`src/rtl/bram_burst_reader.sv`:
```
// rtl/bram_burst_reader.sv - burst read initiator for the BRAM controller with return FIFO and output stream
// Optional BURST_RD_STRIDE_EN adds a per-burst cfg_stride input in place of the fixed ADDR_STEP increment.
module bram_burst_reader #(
  parameter int DAT_WIDTH  = 32,
  parameter int ADDR_WIDTH = 32,
  parameter int LEN_WIDTH  = 16,
  parameter int FIFO_DEPTH = 4,
  parameter int ADDR_STEP  = 4
) (
  input  logic                  clk,
  input  logic                  rst,
  input  logic                  cfg_start,
  input  logic [ADDR_WIDTH-1:0] cfg_addr,
  input  logic [LEN_WIDTH-1:0]  cfg_len,
`ifdef BURST_RD_STRIDE_EN
  input  logic [ADDR_WIDTH-1:0] cfg_stride,
`endif
  output logic                  busy,
  output logic                  done,
  output logic [ADDR_WIDTH-1:0] ctrl_addr,
  output logic                  ctrl_rden,
  output logic                  ctrl_wren,
  output logic [DAT_WIDTH-1:0]  ctrl_idat,
  input  logic [DAT_WIDTH-1:0]  ctrl_odat,
  input  logic                  ctrl_oval,
  output logic [DAT_WIDTH-1:0]  m_dat,
  output logic                  m_val,
  input  logic                  m_rdy,
  output logic                  m_last
);
  localparam int PW = $clog2(FIFO_DEPTH);
  localparam int CW = PW + 1;

  typedef enum logic [1:0] {IDLE, ISSUE, DRAIN} state_t;

  state_t                state;
  logic [ADDR_WIDTH-1:0] cur_addr;
  logic [ADDR_WIDTH-1:0] step;
  logic [LEN_WIDTH-1:0]  issue_rem;
  logic [LEN_WIDTH-1:0]  pop_rem;
  logic [DAT_WIDTH-1:0]  mem [FIFO_DEPTH];
  logic [PW-1:0]         wptr;
  logic [PW-1:0]         rptr;
  logic [CW-1:0]         count;
  logic [CW:0]           occ;
  logic                  inflight;
  logic                  drop;
  logic                  push;
  logic                  pop;

`ifdef BURST_RD_STRIDE_EN
  logic [ADDR_WIDTH-1:0] stride_q;
  assign step = stride_q;
`else
  assign step = ADDR_WIDTH'(ADDR_STEP);
`endif

  assign ctrl_wren = 1'b0;
  assign ctrl_idat = '0;
  assign ctrl_addr = cur_addr;

  // Occupancy counts entries in the FIFO plus the read already on the wire.
  assign pop       = m_val & m_rdy;
  assign occ       = {1'b0, count} + (CW+1)'(inflight) - (CW+1)'(pop);
  assign ctrl_rden = (state == ISSUE) && (occ < (CW+1)'(FIFO_DEPTH));

  // A return landing right after reset belongs to the aborted burst.
  assign push = ctrl_oval & ~drop;

  assign m_val  = (count != '0);
  assign m_dat  = m_val ? mem[rptr] : '0;
  assign m_last = m_val & (pop_rem == LEN_WIDTH'(1));

  always_ff @(posedge clk) begin
    if (rst) begin
      state     <= IDLE;
      cur_addr  <= '0;
      issue_rem <= '0;
      pop_rem   <= '0;
      busy      <= 1'b0;
      done      <= 1'b0;
      inflight  <= 1'b0;
      drop      <= 1'b1;
`ifdef BURST_RD_STRIDE_EN
      stride_q  <= ADDR_WIDTH'(ADDR_STEP);
`endif
    end else begin
      inflight <= ctrl_rden;
      drop     <= 1'b0;
      done     <= 1'b0;
      if (pop)
        pop_rem <= pop_rem - LEN_WIDTH'(1);
      case (state)
        IDLE: begin
          if (cfg_start) begin
            if (cfg_len != '0) begin
              cur_addr  <= cfg_addr;
              issue_rem <= cfg_len;
              pop_rem   <= cfg_len;
              busy      <= 1'b1;
              state     <= ISSUE;
`ifdef BURST_RD_STRIDE_EN
              stride_q  <= cfg_stride;
`endif
            end else begin
              done <= 1'b1;
            end
          end
        end
        ISSUE: begin
          if (ctrl_rden) begin
            cur_addr  <= cur_addr + step;
            issue_rem <= issue_rem - LEN_WIDTH'(1);
            if (issue_rem == LEN_WIDTH'(1))
              state <= DRAIN;
          end
        end
        DRAIN: begin
          if (pop && pop_rem == LEN_WIDTH'(1)) begin
            done  <= 1'b1;
            busy  <= 1'b0;
            state <= IDLE;
          end
        end
        default: state <= IDLE;
      endcase
    end
  end

  always_ff @(posedge clk) begin
    if (rst) begin
      wptr  <= '0;
      rptr  <= '0;
      count <= '0;
    end else begin
      if (push)
        wptr <= wptr + PW'(1);
      if (pop)
        rptr <= rptr + PW'(1);
      case ({push, pop})
        2'b10:   count <= count + CW'(1);
        2'b01:   count <= count - CW'(1);
        default: count <= count;
      endcase
    end
  end

  always_ff @(posedge clk) begin
    if (push)
      mem[wptr] <= ctrl_odat;
  end
endmodule

```
`config.mk`:
```
export PLATFORM = sky130hd
export DESIGN_NAME = bram_burst_reader
export DESIGN_NICKNAME = d
export VERILOG_FILES = /design/src/rtl/bram_burst_reader.sv
export SDC_FILE = /design/constraint.sdc
export NUM_CORES = 1
export LEC_CHECK = 0
export ABC_AREA = 1
export CAP_MARGIN = 20
export CORE_ASPECT_RATIO = 1.25
export CORE_MARGIN = 2
export CORE_UTILIZATION = 53
export CTS_CLUSTER_DIAMETER = 50
export DETAILED_ROUTE_END_ITERATION = 10
export PLACE_DENSITY = 0.8
export SLEW_MARGIN = 20
export SYNTH_ARGS = -nofsm -noshare
export SYNTH_HDL_FRONTEND = slang
export SYNTH_SLANG_ARGS = --single-unit
```
`constraint.sdc`:
```
create_clock -name clk -period 3.2 [get_ports clk]
set_input_delay 0.32 -clock clk [delete_from_list [all_inputs] [get_ports clk]]
set_output_delay 0.32 -clock clk [all_outputs]
set_load 0.02 [all_outputs]
```
==> After elaboration in Yosys (flattened, before gate mapping) <==
Memory sizes are Yosys's and may differ from the RTL's. A register that Yosys moved wholly into a read port is not among the register bits.
Index checks and enable logic that the tools add are counted.
W data, S select, Z words.
{ "op_classes": {"add_sub_neg": 9, "n_bitwise": 4, "reduce_logical": 11, "magnitude_cmp": 1, "mux": 33, "eq_ne": 11} }
{ "op_table": {"columns": ["cell", "count"], "rows": [
  ["$mux W32", 4],
  ["$mux W16", 7],
  ["$pmux W32 S2", 1],
  ["$add A32 B3 Y32 const B", 1],
  ["$eq A16 B1 Y1 const B", 2],
  ["$pmux W16 S2", 1],
  ["$sub A16 B1 Y16 const B", 2],
  ["$reduce_bool A16 Y1", 1],
  ["$mux W2", 7],
  ["$mux W1", 9],
  ["$ne A2 B2 Y1 const B", 4],
  ["$reduce_and A4 Y1", 2],
  ["$pmux W2 S3", 1],
  ["$pmux W3 S2", 1],
  ["$reduce_bool A2 Y1", 3],
  ["$reduce_and A5 Y1", 1],
  ["$add A2 B1 Y2 const B", 2],
  ["$add A3 B1 Y4", 1],
  ["$eq A2 B1 Y1 const B", 2],
  ["$eq A2 B2 Y1 const B", 2],
  ["$lt A4 B3 Y1 const B", 1],
  ["$pmux W1 S2", 2],
  ["$sub A4 B1 Y4", 1],
  ["$add A3 B1 Y3 const B", 1],
  ["7 further kinds", 10]
]} }
{ "totals": {"ram_bits": 128, "output_inout_bits": 102, "inputBits": 85, "mem_count": 1, "elab_cells": 81, "reg_bits": 77} }
{ "mem_list": {"columns": ["name", "words", "width", "rd", "rd_clocked_by_memory_dff", "write_ports", "line_no", "source"], "rows": [
  ["mem", 4, 32, 1, 1, 1, "41", "logic [DAT_WIDTH-1:0] mem [FIFO_DEPTH];"]
]} }

==> Logic depth before layout (Yosys ltp) <==
Gate-level depths: netlist of run 1.
{ "logic_depth": {"ltp_word": 7, "mapped_depth": 18, "ltp_nobuf": 17} }

==> Least setup slack after synthesis of run 1 <==
OpenSTA, ideal clock, no wires.
{ "synth_timing": {"path_kind": "register -> output", "from": "register count[0]", "to": "output port ctrl_rden", "slack_ns": 0.782, "stages_incl_launch_ff": 14, "path_buffers": 1, "arrival_time_ns": 2.098, "required_time_ns": 2.880, "path_cell_list": "dfxtp_1 -> nor2_1 -> nand2_2 -> nand2_4 -> inv_2 -> nand2_1 -> ha_1 -> nand2_1 -> inv_1 -> nand4_2 -> nand3_1 -> nand4_4 -> buf_2 -> inv_1"} }
{ "synth_via": {"elab_chain_len": 5, "word_cells_on_any_way": 6, "classes_between": "2 x add/sub; 1 x order compare; 1 x bitwise; 2 x reduce/logical"} }
{ "synth_rtl": {"columns": ["element", "line_no", "source"], "rows": [
  ["from (decl)", "44", "logic [CW-1:0] count;"],
  ["from (signal assigned)", "141", "2'b10: count <= count + CW'(1);"],
  ["from (signal assigned)", "142", "2'b01: count <= count - CW'(1);"],
  ["from (signal assigned)", "143", "default: count <= count;"],
  ["$reduce_bool A3 Y1", "70", "assign m_val = (count != '0);"],
  ["via m_val", "27", "output logic m_val,"],
  ["$and A1 B1 Y1", "63", "assign pop = m_val & m_rdy;"],
  ["$sub A4 B1 Y4", "64", "assign occ = {1'b0, count} + (CW+1)'(inflight) - (CW+1)'(pop);"],
  ["$lt A4 B3 Y1", "65", "assign ctrl_rden = (state == ISSUE) && (occ < (CW+1)'(FIFO_DEPTH));"],
  ["$logic_and A1 B1 Y1", "65", null],
  ["to (decl)", "21", "output logic ctrl_rden,"]
]} }
The timed path passes the listed nets, and every way through them passes these cells.

==> Final worst setup path of run 1 <==
{ "layout_timing": {"from": "register count[0]", "to": "output port ctrl_rden"} }
{ "layout_via": {"elab_chain_len": 5, "word_cells_on_any_way": 6, "classes_between": "2 x add/sub; 1 x order compare; 1 x bitwise; 2 x reduce/logical"} }
{ "layout_rtl": {"columns": ["element", "line_no"], "rows": [
  ["parallel branches: the longest is 2 deep, another holds $add A3 B1 Y4", null],
  ["$sub A4 B1 Y4 *", "64"],
  ["$lt A4 B3 Y1 *", "65"],
  ["$logic_and A1 B1 Y1 *", "65"]
]} }
Mark *: on every way between the ends.

==> impl_results.md, run 1 <==
* Outcome: finished clean
* Ys async rst share at 0
* Critical path launch point type: flip-flop
* Largest net degree at the start of global routing at 65
* Synth Flop Type: edfxtp_1
* Reg2reg setup slack at between 200 and 250 ps
* TritonCTS Buffers at 22
* Vias in the first global route at just under 9,000
* Cell with the most instances after synthesis: nor2_1
* DIE HEIGHT at 161.2 µm
* GRT Total Usage at 0.2472
* Slew @ Worst Pin at approximately 900 ps
* CTS root buffer: clkbuf_16
* I/O Pins at 187
* Worst-Skew Late Latency at approximately 500 ps
* Avg Vias per Cell at ~5.3
* Total Wirelength at about 26,000 µm
* Total Nets Final at 1,519
* WS Path Type: flip-flop to output pin
* Pleak at a little over 5 nW
* Netlist cell types at 38
* Die ar. at approximately 21,000 µm²
* Slew headroom at 0.4090
* Worst vdd ir at 0.5926 mV
* Synthesized cell area at ~10,000 µm²
* Synth top area cells: edfxtp_1 (37%), dfxtp_1 (15%), nor2_1 (9.2%), nand2_1 (7.6%), o21ai_0 (5.9%)
* Core ar. at 19,400 µm²
* Initial antenna violation count at 1
* Number of inserted diodes at 0
* Worst path required time at 2880 ps
* Max-cap violations at 0
* Row Count at 57
* Sequential area share after synthesis at 0.5176
* Detailed Place HPWL at about 17,000 µm
* H-Tree Depth at 1
* CTS clk-pin slew, worst paths at 60 ps
* F_max at about 330 MHz
* CP max stage cell: dfxtp_1
* First-pass GRT wire length at approximately 42,000 µm
* Power per cell area at approximately 780 nW/µm²
* Crit-path max FO at 9
* CTS Buffer Depth at 3
* Max incr delay on CP at around 420 ps
* WP data arrival at ~2700 ps
* Hold Path Class: primary input to flip-flop
* Worst setup path endpoint: ctrl_rden
* Number of port buffers at 153
* Starting density of the core at 0.5403
* Final Setup Violations at 0
* Vias at around 9,000
* Drt wl/cell at between 15 and 20 µm
* Iter 0 DRT Violations at roughly 660
* Crit Reg-Reg Endpoint: issue_rem[14]
* Crit Reg-Reg Startpoint: count[0]
* Overflow after GRT at 0
* Final Hold Fails at 0
* Syn_area_per_cell at between 8 and 9 µm²
* Drc violations at 0
* Die span in x at approximately 130 µm
* RSZ-0062 raised after global routing: false
* Pre-Repair DR Iteration Count at 5
* Synth Register Bits at 207
* Crit path cell chain: nor2_1 > nand2_2 > nand2_4 > inv_2 > nand2_1 > ha_1 > nand2_1 > inv_1 > nand4_2 > nand2_1 > inv_1 > nand2_2 > nand4_4 > inv_1 > clkdlybuf4s15_1
* Routability congestion estimate at a little under 1
* Synth top area share at 0.3667
* Cells after Synth at approximately 1,300
* Area Overhead vs Synth at 22.87%
* Ys Warns at 0
* Crit. End Element: output pin
* Final period utilization at 0.9460
* Clock Sinks at 207
* Worst R2R Path Depth at 17
* Commonest cells in the netlist: nor2_1 (257), nand2_1 (211), edfxtp_1 (128)
* TritonCTS clock tree: done
* Cell accounting for the most synthesized area: edfxtp_1
* Clock Skew at about 8.6 ps
* Share of layout cells above drive strength 1 at 0.05219
* Setup crit start: count[0]
* Setup TNS Final at 0 ps
* Final min period at 3027 ps
* Post-route ant nets at 0
* Fin. max-slew vios at 0
* Hold Slack at a little over 400 ps
* Post-synth EDFFs at between 100 and 150
* CTS hold repair buffers at 0
-- where the power goes --
part / internal, mW / switching, mW
Combinational: 1.49 / 2.45
Sequential: 3.16 / 0.325
Clock: 1.64 / 1.02
-- sequential cells by signal, summed over array words and instances (netlist names), named ones only --
name       cells
issue_rem     16
rptr           2
ctrl_addr     32
mem          128
wptr           2
busy           1
pop_rem       16
done           1
inflight       1
count          3
drop           1
state          2
-- worst max-delay path: cells and delay by family, from the launching register on --
kind / cells / cell delay [ps]
adder cells (fa/ha/maj): 1 / 300
flip-flops: 1 / 420
buffers and inverters: 5 / 610
AND/OR/NAND/NOR: 9 / 850
-- how the worst min path moves through the flow --
stage	from	end	slack (ps)	cells past startpoint
2_1_floorplan	rst	drop	350	0
3_3_place_gp	pop_rem[5]	pop_rem[5]	480	2
3_5_place_dp	pop_rem[5]	pop_rem[5]	490	2
4_1_cts	cfg_addr[1]	ctrl_addr[1]	400	3
5_1_grt	cfg_addr[1]	ctrl_addr[1]	430	3
6_report	cfg_addr[1]	ctrl_addr[1]	410	3
-- cell families (layout without fill, tap and decap cells) --
kind of cell | Yosys count | after routing | share of synthesized area
AOI/OAI and AO/OA | 237 | 237 | 0.1157
and+or+nand+nor | 604 | 604 | 0.2405
adders and majority gates | 13 | 13 | 0.01623
DFF | 207 | 207 | 0.5176
other | 1 | 33 | 0.0003578
xor gates and xnor gates | 25 | 25 | 0.02089
buffers and inverters | 200 | 318 | 0.08870
-- repair_timing --
action                     in CTS  in global routing
gates resized for setup         1                  1
setup endpoints to repair       1                  1
pin swaps                       0                  0
cloned                          0                  0
buffers inserted                0                  0
-- metrics by stage --
step	setup slack (ps)	power [mW]	util	instances	area, µm²
2_1_floorplan	781.7	6.115	-	1319	10600
3_3_place_gp	269.9	7.327	0.6243	1662	12110
3_5_place_dp	102.2	7.427	0.6243	1662	12110
4_1_cts	148.1	10.12	0.6638	1702	12880
5_1_grt	12.93	10.72	0.6639	1702	12880
6_report	173.0	10.10	0.6639	1702	12880
-- layout by cell type (no fill, tap or decap), drive strengths merged --
cell / synthesis / layout
bufinv: 0 / 3
ha: 12 / 12
o21bai: 3 / 3
nor4: 5 / 5
nand3b: 4 / 4
buf: 58 / 18
dfxtp: 79 / 79
nor3: 23 / 23
a21oi: 97 / 97
conb: 1 / 33
and3: 2 / 2
o22ai: 1 / 1
a31oi: 6 / 6
o31ai: 1 / 1
fa: 1 / 1
edfxtp: 128 / 128
inv: 105 / 108
clkinv: 2 / 4
or2: 4 / 4
xnor2: 5 / 5
nand3: 79 / 79
nand4: 14 / 14
clkdlybuf4s50: 0 / 152
nor2: 257 / 257
clkdlybuf4s15: 0 / 1
clkbuf: 35 / 32
nand2: 216 / 216
xor2: 20 / 20
o311ai: 1 / 1
o21ai: 127 / 127
o221ai: 1 / 1
-- metal layers --
| layer | track usage | routed length (µm) |
|---|---|---|
| met4 | 0.09140 | 837 |
| met5 | 0 | 13 |
| met1 | 0.2900 | 10320 |
| met2 | 0.4484 | 13340 |
| met3 | 0.04140 | 1893 |
-- cell type report --
| type | instances | area [µm²] |
|---|---|---|
| tap | 265 | 331.6 |
| clock inverter | 8 | 128.9 |
| inverter | 107 | 401.6 |
| fill | 1586 | 6520 |
| timing repair buffer | 171 | 1679 |
| sequential | 207 | 5426 |
| multi-input combinational | 912 | 4272 |
| clock buffer | 32 | 639.4 |
No activity file was read; power rests on OpenSTA's default activity.
==> run 2: changes to the inputs <==
- ABC_AREA: 1 -> not set
- PLACE_DENSITY: 0.8 -> 0.81
==> impl_results.md, run 2 <==
* Outcome: finished clean
* Placed Cells at about 1,200
* Hold Slack at 331.6 ps
* Number of inserted diodes at 0
* Synth top area share at 0.3894
* Placed Area at about 12,000 µm²
* Final Hold Fails at 0
* Setup TNS Final at 0 ps
* DIE HEIGHT at 156.6 µm
* Critical path buffers and inverters at 1
* RSZ-0062 raised after global routing: false
* CTS root buffer: clkbuf_16
* Ys async rst share at 0
* Final period utilization at 0.9640
* Detailed Place HPWL at around 16,000 µm
* F_max at between 300 and 400 MHz
* TritonCTS clock tree: done
* Slew headroom at 0.3143
* Largest Register: mem
* Ys Warns at 0
* Initial antenna violation count at 0
* Cell accounting for the most synthesized area: edfxtp_1
* Clock Sinks at roughly 210
* Die ar. at just under 20,000 µm²
* CTS clk-pin slew, worst paths at ~70 ps
* Worst vdd ir at between 0.5 and 0.6 mV
* Number of port buffers at ~150
* Slew @ Worst Pin at between 1000 and 1500 ps
* Netlist cell types at between 60 and 70
* Total Wirelength at 24,780 µm
* Avg Vias per Cell at approximately 6.2
* Total power at between 10 and 15 mW
* Finished Cell Area at 12,340 µm²
* Post-route ant nets at 0
* CTS Buffer Depth at 3
* I/O Pins at roughly 190
* Sequential area share after synthesis at 0.5496
* CTS hold repair buffers at 0
* Final Setup Violations at 0
* Share of layout cells above drive strength 1 at 0.1195
* Core ar. at around 18,000 µm²
* Syn_area_per_cell at roughly 12 µm²
* Largest net degree at the start of global routing at 73
* Die span in x at around 130 µm
* WS Path Type: flip-flop to output pin
* Overflow after GRT at 0
* CP max stage cell: clkdlybuf4s50_1
* Power per cell area at around 880 nW/µm²
* Drt wl/cell at 20.11 µm
* PnR worst setup slack at about 120 ps
* Total Nets Final at 1,088
* Synth top area cells: edfxtp_1 (39%), dfxtp_1 (16%), mux4_2 (7.3%), buf_4 (2.5%), a21oi_1 (2.3%)
* TritonCTS Buffers at 21
* WP data arrival at roughly 2800 ps
* Commonest cells in the netlist: edfxtp_1 (128), dfxtp_1 (79), nand2_1 (58)
* Routability congestion estimate at 0.8891
* Synthesized cell area at slightly below 10,000 µm²
* CP dominant cell by count: or4_4
* Crit path cell chain: or4_4 > or4_4 > nor3_1 > clkdlybuf4s50_1
* Vias at between 7,000 and 8,000
* Max FFs per register at 128
* Post-synth EDFFs at roughly 130
* First-pass GRT wire length at about 40,000 µm
* Pre-CTS setup slack at -21.96 ps
* Max-cap violations at 0
* Critical path launch point type: flip-flop
* Pleak at 4.160 nW
* Crit-path max FO at 7
* Starting density of the core at 0.5434
* Final core occ at 0.6791
* Most common cell after layout, fill and taps aside: clkdlybuf4s50_1
* Iter 0 DRT Violations at approximately 700
* Critical path's top delay family: simple AND/OR/NAND/NOR gates
* Commonest non-fill, non-tap cells in the layout: clkdlybuf4s50_1 (151), edfxtp_1 (128), dfxtp_1 (78)
* Clock Skew at around 13 ps
* Final min period at 3085 ps
* Cells after Synth at between 800 and 900
* Worst-Skew Late Latency at between 400 and 500 ps
* Area Overhead vs Synth at 24.97%
* Pre-Repair DR Iteration Count at 5
* Hold Path Class: primary input to flip-flop
* Synth Flop Type: edfxtp_1
* Synth Register Bits at between 200 and 250
* Fin. max-slew vios at 0
* Crit. End Element: output pin
* Max incr delay on CP at ~660 ps
* Drc violations at 0
* H-Tree Depth at 1
* Post-Layout Cell Count at 1,232
* Worst path required time at around 2900 ps
* Vias in the first global route at about 7,300
* Row Count at 55
* GRT Total Usage at 0.2443
* Cell with the most instances after synthesis: edfxtp_1
-- run 2: area by class of cell --
type | instances | area, µm²
multi-input combinational | 550 | 3984
clock buffer | 23 | 533.0
sequential | 207 | 5426
clock inverter | 14 | 210.2
inverter | 25 | 93.84
tap | 228 | 285.3
fill | 1327 | 5831
timing repair buffer | 185 | 1804
-- run 2: cells by family after synthesis --
logic type / synth area share
other cells: 0.0003799
buf+inv: 0.06096
fa+ha+maj: 0.01724
compound gates: 0.1346
xor+xnor: 0.01774
flops: 0.5496
mux: 0.07300
simple gates: 0.1465
-- run 2: path summary, 6_finish.rpt --
check | from | endpoint | slack (ps) | depth (start not counted)
setup / recovery | pop_rem[5] | m_last | 120 | 4
hold / removal | rst | ctrl_addr[23] | 330 | 4
setup reg to reg | count[2] | issue_rem[6] | 280 | 14
hold reg to reg | ctrl_addr[0] | ctrl_addr[0] | 480 | 2
-- run 2: report_power, final --
group	leakage [nW]	switching [mW]	internal, mW
Combinational	1.99	2.53	2.06
Sequential	1.81	0.464	3.20
Clock	0.355	1.02	1.62
-- run 2: repair_timing --
action	in CTS	in global routing
buffers inserted	0	0
endpoints found under the setup margin	1	1
resized for setup	1	1
-- run 2: worst min-delay path, cell delays in order --
cell and delay, ps:
buf_2 90, inv_1 180, nand2_1 130, o32ai_1 60
-- run 2: metal layers --
metal	track usage	routed length [µm]	vias to the layer above
li1	-	-	3458
met3	0.04308	2123	63
met2	0.4245	12490	438
met5	0	0	-
met1	0.3173	9579	3631
met4	0.06646	589	0
